`src/rtl/hub75_scan_sequencer.sv`:
```
// hub75_scan_sequencer
// Walks one HUB75 panel refresh: for every row and every BCM plane it fetches
// the top/bottom pixel pairs column by column, shifts the selected plane bit
// out on rgb0/rgb1 with hub_clk, blanks, latches, then shows the plane for a
// binary-weighted OE window (BASE_OE_CYCLES << plane).
// Optional build macro: HUB75_AUTO_REPEAT_EN -- when defined, a finished frame
// with no pending start immediately restarts at row 0 (busy stays high).
module hub75_scan_sequencer #(
  parameter int NUM_COLS       = 64,
  parameter int SCAN_RATE      = 32,
  parameter int COLOR_DEPTH    = 4,
  parameter int CLK_DIV        = 2,
  parameter int BASE_OE_CYCLES = 32,
  parameter int BLANK_CYCLES   = 2
) (
  input  logic                          clk_in,
  input  logic                          rst_in,
  input  logic                          frame_start_in,
  output logic                          busy_out,
  output logic                          frame_done_out,
  output logic                          pix_req_out,
  output logic [$clog2(SCAN_RATE)-1:0]  pix_row_out,
  output logic [$clog2(NUM_COLS)-1:0]   pix_col_out,
  input  logic                          pix_valid_in,
  input  logic [3*COLOR_DEPTH-1:0]      rgb_top_in,
  input  logic [3*COLOR_DEPTH-1:0]      rgb_bot_in,
  output logic [2:0]                    rgb0_out,
  output logic [2:0]                    rgb1_out,
  output logic [$clog2(SCAN_RATE)-1:0]  addr_out,
  output logic                          hub_clk_out,
  output logic                          latch_out,
  output logic                          oe_n_out
);

  localparam int ROW_W  = $clog2(SCAN_RATE);
  localparam int COL_W  = $clog2(NUM_COLS);
  localparam int PL_W   = (COLOR_DEPTH > 1) ? $clog2(COLOR_DEPTH) : 1;
  localparam int PX_W   = 3 * COLOR_DEPTH;
  localparam int IX_W   = $clog2(PX_W);
  localparam int DISP_W = $clog2(BASE_OE_CYCLES << (COLOR_DEPTH - 1)) + 1;
  localparam int DIV_W  = $clog2(CLK_DIV) + 1;
  localparam int BLK_W  = $clog2(BLANK_CYCLES) + 1;
  localparam int CNT_A  = (DISP_W > DIV_W) ? DISP_W : DIV_W;
  localparam int CNT_W  = (CNT_A > BLK_W) ? CNT_A : BLK_W;

  typedef enum logic [2:0] {
    IDLE     = 3'd0,
    FETCH    = 3'd1,
    SHIFT_LO = 3'd2,
    SHIFT_HI = 3'd3,
    BLANK    = 3'd4,
    LATCH    = 3'd5,
    DISPLAY  = 3'd6
  } state_t;

  // Pick bit `p` of each colour channel of a packed {R,G,B} pixel.
  function automatic logic [2:0] plane_bits(input logic [PX_W-1:0] px,
                                            input logic [PL_W-1:0] p);
    logic [IX_W-1:0] ix_r_s;
    logic [IX_W-1:0] ix_g_s;
    logic [IX_W-1:0] ix_b_s;
    ix_b_s = IX_W'(p);
    ix_g_s = IX_W'(COLOR_DEPTH) + IX_W'(p);
    ix_r_s = IX_W'(2 * COLOR_DEPTH) + IX_W'(p);
    return {px[ix_r_s], px[ix_g_s], px[ix_b_s]};
  endfunction

  state_t           state_q,      state_d;
  logic [CNT_W-1:0] cnt_q,        cnt_d;
  logic [ROW_W-1:0] row_q,        row_d;
  logic [COL_W-1:0] col_q,        col_d;
  logic [PL_W-1:0]  plane_q,      plane_d;
  logic             pending_q,    pending_d;
  logic [2:0]       rgb0_q,       rgb0_d;
  logic [2:0]       rgb1_q,       rgb1_d;
  logic [ROW_W-1:0] addr_q,       addr_d;
  logic             frame_done_q, frame_done_d;
  logic             busy_q,       busy_d;
  logic             pix_req_q,    pix_req_d;
  logic             hub_clk_q,    hub_clk_d;
  logic             latch_q,      latch_d;
  logic             oe_n_q,       oe_n_d;

  logic [CNT_W-1:0] disp_len_s;

  assign disp_len_s = CNT_W'(BASE_OE_CYCLES) << plane_q;

  // Next-state, loop counters and next registered-output values.
  always_comb begin
    state_d      = state_q;
    cnt_d        = cnt_q;
    row_d        = row_q;
    col_d        = col_q;
    plane_d      = plane_q;
    pending_d    = pending_q;
    rgb0_d       = rgb0_q;
    rgb1_d       = rgb1_q;
    addr_d       = addr_q;
    frame_done_d = 1'b0;

    // A start while a frame is running is remembered once; extras are dropped.
    if (frame_start_in && (state_q != IDLE)) begin
      pending_d = 1'b1;
    end else begin
      pending_d = pending_q;
    end

    case (state_q)
      IDLE: begin
        if (frame_start_in || pending_q) begin
          state_d   = FETCH;
          row_d     = '0;
          col_d     = '0;
          plane_d   = '0;
          cnt_d     = '0;
          pending_d = 1'b0;
        end else begin
          state_d = IDLE;
        end
      end
      FETCH: begin
        if (pix_valid_in) begin
          rgb0_d  = plane_bits(rgb_top_in, plane_q);
          rgb1_d  = plane_bits(rgb_bot_in, plane_q);
          cnt_d   = '0;
          state_d = SHIFT_LO;
        end else begin
          state_d = FETCH;
        end
      end
      SHIFT_LO: begin
        if (cnt_q == CNT_W'(CLK_DIV - 1)) begin
          cnt_d   = '0;
          state_d = SHIFT_HI;
        end else begin
          cnt_d = cnt_q + CNT_W'(1);
        end
      end
      SHIFT_HI: begin
        if (cnt_q == CNT_W'(CLK_DIV - 1)) begin
          cnt_d = '0;
          if (col_q == COL_W'(NUM_COLS - 1)) begin
            addr_d  = row_q;
            state_d = BLANK;
          end else begin
            col_d   = col_q + COL_W'(1);
            state_d = FETCH;
          end
        end else begin
          cnt_d = cnt_q + CNT_W'(1);
        end
      end
      BLANK: begin
        if (cnt_q == CNT_W'(BLANK_CYCLES - 1)) begin
          cnt_d   = '0;
          state_d = LATCH;
        end else begin
          cnt_d = cnt_q + CNT_W'(1);
        end
      end
      LATCH: begin
        cnt_d   = '0;
        state_d = DISPLAY;
      end
      DISPLAY: begin
        if (cnt_q == (disp_len_s - CNT_W'(1))) begin
          cnt_d = '0;
          col_d = '0;
          if (plane_q != PL_W'(COLOR_DEPTH - 1)) begin
            plane_d = plane_q + PL_W'(1);
            state_d = FETCH;
          end else if (row_q != ROW_W'(SCAN_RATE - 1)) begin
            plane_d = '0;
            row_d   = row_q + ROW_W'(1);
            state_d = FETCH;
          end else begin
            // Frame complete; a start arriving on this very cycle still counts.
            plane_d      = '0;
            row_d        = '0;
            frame_done_d = 1'b1;
            pending_d    = 1'b0;
            if (pending_q || frame_start_in) begin
              state_d = FETCH;
            end else begin
`ifdef HUB75_AUTO_REPEAT_EN
              state_d = FETCH;
`else
              state_d = IDLE;
`endif
            end
          end
        end else begin
          cnt_d = cnt_q + CNT_W'(1);
        end
      end
      default: begin
        state_d   = IDLE;
        cnt_d     = '0;
        pending_d = 1'b0;
      end
    endcase

    busy_d    = (state_d != IDLE);
    pix_req_d = (state_d == FETCH);
    hub_clk_d = (state_d == SHIFT_HI);
    latch_d   = (state_d == LATCH);
    oe_n_d    = (state_d != DISPLAY);
  end

  // State and every output flop; reset leaves the panel dark (OE_n high).
  always_ff @(posedge clk_in or posedge rst_in) begin
    if (rst_in) begin
      state_q      <= IDLE;
      cnt_q        <= '0;
      row_q        <= '0;
      col_q        <= '0;
      plane_q      <= '0;
      pending_q    <= 1'b0;
      rgb0_q       <= 3'b000;
      rgb1_q       <= 3'b000;
      addr_q       <= '0;
      frame_done_q <= 1'b0;
      busy_q       <= 1'b0;
      pix_req_q    <= 1'b0;
      hub_clk_q    <= 1'b0;
      latch_q      <= 1'b0;
      oe_n_q       <= 1'b1;
    end else begin
      state_q      <= state_d;
      cnt_q        <= cnt_d;
      row_q        <= row_d;
      col_q        <= col_d;
      plane_q      <= plane_d;
      pending_q    <= pending_d;
      rgb0_q       <= rgb0_d;
      rgb1_q       <= rgb1_d;
      addr_q       <= addr_d;
      frame_done_q <= frame_done_d;
      busy_q       <= busy_d;
      pix_req_q    <= pix_req_d;
      hub_clk_q    <= hub_clk_d;
      latch_q      <= latch_d;
      oe_n_q       <= oe_n_d;
    end
  end

  assign busy_out       = busy_q;
  assign frame_done_out = frame_done_q;
  assign pix_req_out    = pix_req_q;
  assign pix_row_out    = row_q;
  assign pix_col_out    = col_q;
  assign rgb0_out       = rgb0_q;
  assign rgb1_out       = rgb1_q;
  assign addr_out       = addr_q;
  assign hub_clk_out    = hub_clk_q;
  assign latch_out      = latch_q;
  assign oe_n_out       = oe_n_q;

endmodule

```
`config.mk`:
```
export PLATFORM = sky130hd
export DESIGN_NAME = hub75_scan_sequencer
export DESIGN_NICKNAME = d
export VERILOG_FILES = /design/src/rtl/hub75_scan_sequencer.sv
export SDC_FILE = /design/constraint.sdc
export NUM_CORES = 1
export LEC_CHECK = 0
export CORE_MARGIN = 3
export CORE_UTILIZATION = 45
export CTS_CLUSTER_SIZE = 20
export DETAILED_ROUTE_END_ITERATION = 6
export HOLD_SLACK_MARGIN = 0.15
export PLACE_DENSITY_LB_ADDON = 0.25
export SLEW_MARGIN = 20
export SYNTH_ARGS = -nofsm -noshare
export SYNTH_HDL_FRONTEND = slang
export SYNTH_SLANG_ARGS = --single-unit
```
`constraint.sdc`:
```
create_clock -name clk_in -period 2.45 [get_ports clk_in]
set_input_delay 0.735 -clock clk_in [delete_from_list [all_inputs] [get_ports clk_in]]
set_output_delay 0.735 -clock clk_in [all_outputs]
set_load 0.02 [all_outputs]
```
==> results.md, run 1 <==
* Worst R2R Path Depth at 7
* Synth area leader: dfrtp_1
* Synth Area in Simple Gates at 0.1885
* Final Skew at 0.002829 ns
* CP Class: reg -> reg
* Drt drc at 0
* Primary FF master, synth: dfrtp_1
* RSZ-0062 raised after global routing: false
* Fmax achieved at 436.8 MHz
* Total power density per cell area at 419.0 mW/mm2
* Nets at 336
* DR iter-0 viols at 143
* Post-synthesis adder-cell area fraction at 0.04562
* Post-synthesis mux area share at 0.1216
* PnR worst setup slack at 0.1606 ns
* Yosys top cell area share at 0.4257
* Core area at 0.005205 mm2
* IO Port Bufs at 55
* Area added between synthesis and finish at 32.29%
* Synth Instances at 238
* P_leak at 1.430 nW
* Post-CTS sizing at 0
* Sequential share of the synthesized area at 0.4364
* Critical path fanouts, max at 8
* Layout cell share with drive strength beyond 1 at 0.1600
* Pre-CTS WS at -0.09887 ns
* Beginning of the critical path: plane_q[0]
* Endpoints failing setup at 0
* WL final at 5307 um
* Die Width at 80.07 um
* Clk sinks at 43
* Max Cap Violations at 0
* Die height at 80.07 um
* Area of the mapped netlist at 0.002469 mm2
* CTS tree: built
* R2r startpoint: plane_q[0]
* Detailed placement HPWL at 3840 um
* First drt pass iteration count at 4
* Starting Density at 0.4743
* Synth area leaders: dfrtp_1, mux2_2, mux4_2
* RD Place Congestion at 0.8067
* CTS Hold Bufs at 0
* Final slew viol count at 0
* Root Buffer: clkbuf_8
* #FFs+latches synth at 43
* Post-synthesis xor/xnor area fraction at 0.03193
* Max Used Layer: met4
* Met2 wire len at 2532 um
* Synth Area in Compound Gates at 0.1394
* Startpoint Class: flop
* Top-count cell post-synth: dfrtp_1
* H-tree depth at 2
* Post-synth ARST share at 1.000
* Required @ worst endpoint at 2.63 ns
* Critical Path End Type: flop
* Met3 wire len at 240 um
* Post-route insts no fill at 370
* Post-synthesis cell type count at 45
* Crit Reg-Reg Endpoint: plane_q[0]
* Hold Path Depth at 1
* Antenna-violating nets left at 0
* Hold path start: addr_out[3]
* EDFF count, synth at 0
* FP Rows at 26
* Worst-case clock buffer depth at 2
* IO Count at 56
* Commonest cells post-synth: dfrtp_1, nand2_1, o21ai_0
* Total power at 1.368 mW
* CP endpoint: plane_q[0]
* CTS Buf Count at 5
* Wl on met1 at 2466 um
* Vias at 1,996
* Max-slew headroom at 0.6309
* Post-Place Cells at 362
* Largest family of logic cells by synthesized area: simple AND/OR/NAND/NOR gates
* Post-Syn Area per Cell at 10.37 um2
* R2r setup slk at 0.16 ns
* Worst-Margin Slew at 0.5536 ns
* Syn. warnings at 0
* Per-cell routed wire length at 14.34 um
* Min-delay worst type: reg -> reg
* Vias in the first global route at 1,876
* Global route overflow at 0
* Final hold vios at 0
* Syn nets at 275
* VDD IR max at 0.2453 mV
* First-pass GRT wire length at 8887 um
* Status: finished, final reports clean
* GRT Overall Usage at 0.1754
* WP data arrival at 2.47 ns
* Post-CTS Setup Bufs at 0
* Fin crit share at 0.9345
* Worst hold slack at 0.5058 ns
* Clock-pin slew on the worst setup and hold paths at 0.08 ns
* Setup TNS at 0 ns
* Clk_lat worst skew at 0.29 ns
* Final min period at 2.289 ns
* Initial antenna violation count at 0
* Fillers at 430
* Vias per cell at 5.395
* Die area at 0.006410 mm2
* Largest net degree at the start of global routing at 44
* # diodes at 0
placed cells by master (no fill, tap or decap), types with 2 or more instances in the layout:
cell             Yosys  layout
buf_4                0      12
nand3_1             12      12
clkbuf_8             0       6
a21oi_4              1       2
ha_1                 9       9
nand2_1             20      20
o22ai_1              3       3
and2_1               4       4
nor2b_1              2       2
a21o_1               4       4
and3_1              11      11
mux2_2              12      12
clkdlybuf4s50_1      0      55
dfrtp_1             42      42
inv_1                9       9
mux2i_1              3       3
o211ai_1             4       4
nor3b_1              3       3
a32oi_1              2       2
xor2_1               5       5
a21oi_1              7       7
o21ai_0             17      17
a22o_1               3       3
nor3_1               7       7
or3_1                3       3
nand2b_1             2       2
xnor2_1              4       4
mux4_2               6       6
nor2_1              13      13
area by class of cell:
class / instances / area, um2 / share of cell area
repair buffers: 67 / 640.6 / 0.1962
clock buffers: 6 / 82.58 / 0.02529
multi-input cells: 173 / 1309 / 0.4008
clock inverters: 2 / 35.03 / 0.01073
inverters: 9 / 33.78 / 0.01034
flip-flops and latches: 43 / 1077 / 0.3299
well taps: 70 / 87.58 / 0.02682
registers in the layout, summed over array words and instances (netlist names), 2 cells and up:
register / flops
cnt_q: 9
pix_col_out: 6
addr_out: 5
pix_row_out: 5
rgb0_out: 3
rgb1_out: 3
state_q: 3
plane_q: 2
cell families (layout without fill, tap and decap cells):
| logic type | after synthesis | after routing |
|---|---|---|
| AOI/OAI and AO/OA | 50 | 50 |
| DFF | 43 | 43 |
| buffers and inverters | 22 | 84 |
| adders and majority gates | 9 | 9 |
| and+or+nand+nor | 84 | 84 |
| muxes | 21 | 21 |
| xor gates and xnor gates | 9 | 9 |
worst max-delay path, stage by stage, from the launching register on:
cell	delay [ns]
dfrtp_1	0.47
ha_1	0.24
xnor2_1	0.16
mux2i_1	0.24
o211a_4	0.24
nand3_1	0.15
a21oi_4	0.32
mux2_2	0.37
per-stage QoR:
| step | util | cell area [um2] |
|---|---|---|
| 2_1_floorplan | - | 2469 |
| 3_3_place_gp | 0.6034 | 3141 |
| 3_5_place_dp | 0.6034 | 3141 |
| 4_1_cts | 0.6260 | 3258 |
| 5_1_grt | 0.6274 | 3266 |
| 6_report | 0.6274 | 3266 |
per-layer routing:
layer | vias up | GRT usage
met3 | 8 | 0.04821
met1 | 964 | 0.2448
met5 | - | 0
li1 | 979 | -
met4 | 0 | 0.05912
met2 | 45 | 0.2624
report_power, final:
group | internal (mW) | leakage [nW] | switching (mW)
Clock | 0.330 | 0.0612 | 0.246
Sequential | 0.711 | 0.534 | 0.00313
Combinational | 0.0518 | 0.834 | 0.0269
Total | 1.09 | 1.43 | 0.276
how the worst min path moves through the flow:
stage / endpoint / slack, ns
after floorplan: cnt_q[0] / 0.52
after global placement: addr_out[2] / 0.49
after detailed placement: addr_out[2] / 0.49
after CTS: addr_out[2] / 0.51
after global routing: addr_out[2] / 0.52
final: addr_out[3] / 0.51
(Power assumes the default switching activity.)
==> run 2, diff against run 1 <==
--- a/config.mk
+++ b/config.mk
@@ -11,7 +11,6 @@
 export DETAILED_ROUTE_END_ITERATION = 6
 export HOLD_SLACK_MARGIN = 0.15
 export PLACE_DENSITY_LB_ADDON = 0.25
-export SLEW_MARGIN = 20
 export SYNTH_ARGS = -nofsm -noshare
 export SYNTH_HDL_FRONTEND = slang
 export SYNTH_SLANG_ARGS = --single-unit
==> results of run 2 <==
The final DEF is identical to that of run 1; final timing and power are the same.
==> run 3, diff against run 2 <==
--- a/config.mk
+++ b/config.mk
@@ -11,6 +11,7 @@
 export DETAILED_ROUTE_END_ITERATION = 6
 export HOLD_SLACK_MARGIN = 0.15
 export PLACE_DENSITY_LB_ADDON = 0.25
+export SETUP_SLACK_MARGIN = 0.15
 export SYNTH_ARGS = -nofsm -noshare
 export SYNTH_HDL_FRONTEND = slang
 export SYNTH_SLANG_ARGS = --single-unit
==> results.md, run 3 (synthesis results as in run 1) <==
* Fillers at 426 (was 430)
* RSZ-0062 raised after global routing: true (was false)
* R2r startpoint: plane_q[1] (was plane_q[0])
* Die area at 0.006410 mm2 (unchanged)
* Hold path start: rgb0_out[2] (was addr_out[3])
* Required @ worst endpoint at 2.61 ns (was 2.63 ns)
* Startpoint Class: flop (unchanged)
* Die height at 80.07 um (unchanged)
* Vias at 2,044 (was 1,996)
* Worst R2R Path Depth at 7 (unchanged)
* GRT Overall Usage at 0.1815 (was 0.1754)
* VDD IR max at 0.1984 mV (was 0.2453 mV)
* Critical path's top delay family: simple AND/OR/NAND/NOR gates (was multiplexers)
* Vias per cell at 5.436 (was 5.395)
* Clock group share of total power at 0.421 (about the same)
* Starting Density at 0.4743 (unchanged)
* Commonest cells after routing, fill and taps aside: clkdlybuf4s50_1, dfrtp_1, nand2_1, buf_4, o21ai_0 (was clkdlybuf4s50_1, dfrtp_1, nand2_1, o21ai_0, nor2_1)
* Worst hold endpoint: rgb0_out[2] (was addr_out[3])
* Critical path fanouts, max at 8 (unchanged)
* Clk sinks at 43 (unchanged)
* Min-delay worst type: reg -> reg (unchanged)
* Final slew viol count at 0 (unchanged)
* Total power density per cell area at 411.1 mW/mm2 (was 419.0 mW/mm2)
* Commonest non-fill, non-tap cell in the layout: clkdlybuf4s50_1 (unchanged)
* DR iter-0 viols at 171 (was 143)
* PnR worst setup slack at 0.1850 ns (was 0.1606 ns)
* Drt drc at 0 (unchanged)
* Final min period at 2.265 ns (was 2.289 ns)
* Most flop-heavy register: cnt_q (unchanged)
* RD Place Congestion at 0.8200 (was 0.8067)
* CP cell instances: buf_4 -> ha_1 -> and3_1 -> o211a_4 -> and3_1 -> or4_4 -> nand4b_1 (was ha_1 -> xnor2_1 -> mux2i_1 -> o211a_4 -> nand3_1 -> a21oi_4 -> mux2_2)
* Critical Path End Type: flop (unchanged)
* Worst-case clock buffer depth at 2 (unchanged)
* Max incr delay on CP at 0.44 ns (was 0.47 ns)
* Most used cell, CP: and3_1
* Comb pwr share at 0.057 (about the same)
* IO Port Bufs at 55 (unchanged)
* Max Cap Violations at 0 (unchanged)
* H-tree depth at 2 (unchanged)
* Final hold vios at 0 (unchanged)
* Final Skew at 0.004189 ns (was 0.002829 ns)
* Root Buffer: clkbuf_8 (unchanged)
* Max reg flops at 9 (unchanged)
* Max-slew headroom at 0.6364 (was 0.6309)
* Post-Place Cells at 362 (unchanged)
* Fin crit share at 0.9245 (was 0.9345)
* Net Sw Frac at 0.2012 (was 0.2014)
* Largest net degree at the start of global routing at 44 (unchanged)
* Global route overflow at 0 (unchanged)
* Core area at 0.005205 mm2 (unchanged)
* Buf/Inv on CP at 1 (was 0)
* First-pass GRT wire length at 9149 um (was 8887 um)
* Fmax achieved at 441.5 MHz (was 436.8 MHz)
* Die Width at 80.07 um (unchanged)
* Layout cell share with drive strength beyond 1 at 0.1993 (was 0.1600)
* Pre-CTS WS at -0.09869 ns (was -0.09887 ns)
* Worst hold slack at 0.5079 ns (was 0.5058 ns)
* First drt pass iteration count at 4 (unchanged)
* Critical Path Stages at 7 (unchanged)
* Per-cell routed wire length at 14.81 um (was 14.34 um)
* Area added between synthesis and finish at 34.67% (was 32.29%)
* Vias in the first global route at 1,939 (was 1,876)
* WP data arrival at 2.43 ns (was 2.47 ns)
* FP Rows at 26 (unchanged)
* CP max stage cell: dfrtp_1 (unchanged)
* Worst-Margin Slew at 0.5454 ns (was 0.5536 ns)
* Hold Path Depth at 1 (unchanged)
* Detailed placement HPWL at 4033 um (was 3840 um)
* Antenna-violating nets left at 0 (unchanged)
* Post-route insts no fill at 376 (was 370)
* CP Class: reg -> reg (unchanged)
* CTS Buf Count at 5 (unchanged)
* R2r setup slk at 0.18 ns (was 0.16 ns)
* IO Count at 56 (unchanged)
* # diodes at 0 (unchanged)
* Reg area at 0.001080 mm2 (was 0.001077 mm2)
* WL final at 5567 um (was 5307 um)
* Final Util at 0.6387 (was 0.6274)
* Clock-pin slew on the worst setup and hold paths at 0.08 ns (about the same)
* Flop pwr share at 0.522 (about the same)
* Initial antenna violation count at 0 (unchanged)
* P_leak at 1.458 nW (was 1.430 nW)
* Multi-input combinational cell area at 0.001320 mm2 (was 0.001309 mm2)
* CTS tree: built (unchanged)
* Clk_lat worst skew at 0.30 ns (was 0.29 ns)
* Endpoints failing setup at 0 (unchanged)
* Nets at 342 (was 336)
* NetSw at 0.2750 mW (was 0.2756 mW)
* Total power at 1.367 mW (was 1.368 mW)
* Crit Reg-Reg Endpoint: busy_out (was plane_q[0])
* Status: finished, final reports clean (unchanged)
* Internal power at 1.092 mW (was 1.093 mW)
run 3: repair_timing:
| item | CTS | global route |
|---|---|---|
| gates cloned | 0 | 0 |
| setup buffers | 2 | 4 |
| endpoints found under the setup margin | 1 | 6 |
| hold buffers | 0 | 0 |
| hold endpoints to repair | 0 | 0 |
| pin swaps | 1 | 0 |
| resized for setup | 1 | 7 |
run 3: worst reg2reg max path, stage by stage, from the launching register on:
cell and delay (ns):
dfrtp_1 0.44, buf_4 0.18, ha_1 0.26, and3_1 0.21, o211a_4 0.29, and3_1 0.16, or4_4 0.42, nand4b_1 0.18
run 3: cell type report:
cell class	instances	area share
Timing Repair Buffer	73	0.2062
Inverter	9	0.01016
Tap cell	70	0.02635
Multi-Input combinational cell	173	0.3971
Clock inverter	2	0.01054
Clock buffer	6	0.02484
Sequential cell	43	0.3248
run 3: power groups by stage:
stage	sequential [mW]	clock [mW]	combinational, mW
floorplan	0.730	0	0.0210
global placement	0.728	0	0.0773
detailed placement	0.728	0	0.0795
CTS	0.714	0.589	0.0794
global route	0.715	0.624	0.0848
finish	0.714	0.575	0.0775
run 3: how the worst max path moves through the flow:
stage / start / endpoint
floorplan: plane_q[1] / plane_q[0]
global placement: frame_start_in / busy_out
detailed placement: frame_start_in / busy_out
CTS: cnt_q[1] / busy_out
global route: cnt_q[1] / pix_req_out
finish: plane_q[1] / busy_out
run 3: layer usage:
metal / part of all wire / track usage / vias to the layer above / wire (um)
met1: 0.44 / 0.2448 / 997 / 2444
met3: 0.043 / 0.03475 / 5 / 240
met2: 0.51 / 0.2955 / 46 / 2823
met4: 0.011 / 0.05574 / 0 / 59
met5: 0 / 0 / - / 0
li1: - / - / 996 / -
run 3: metrics by stage:
| step | TNS [ns] | area, um2 |
|---|---|---|
| 3_5_place_dp | -0.1946 | 3141 |
| 2_1_floorplan | 0 | 2471 |
| 3_3_place_gp | -0.1833 | 3141 |
| 5_1_grt | 0 | 3324 |
| 4_1_cts | 0 | 3281 |
| 6_report | 0 | 3324 |
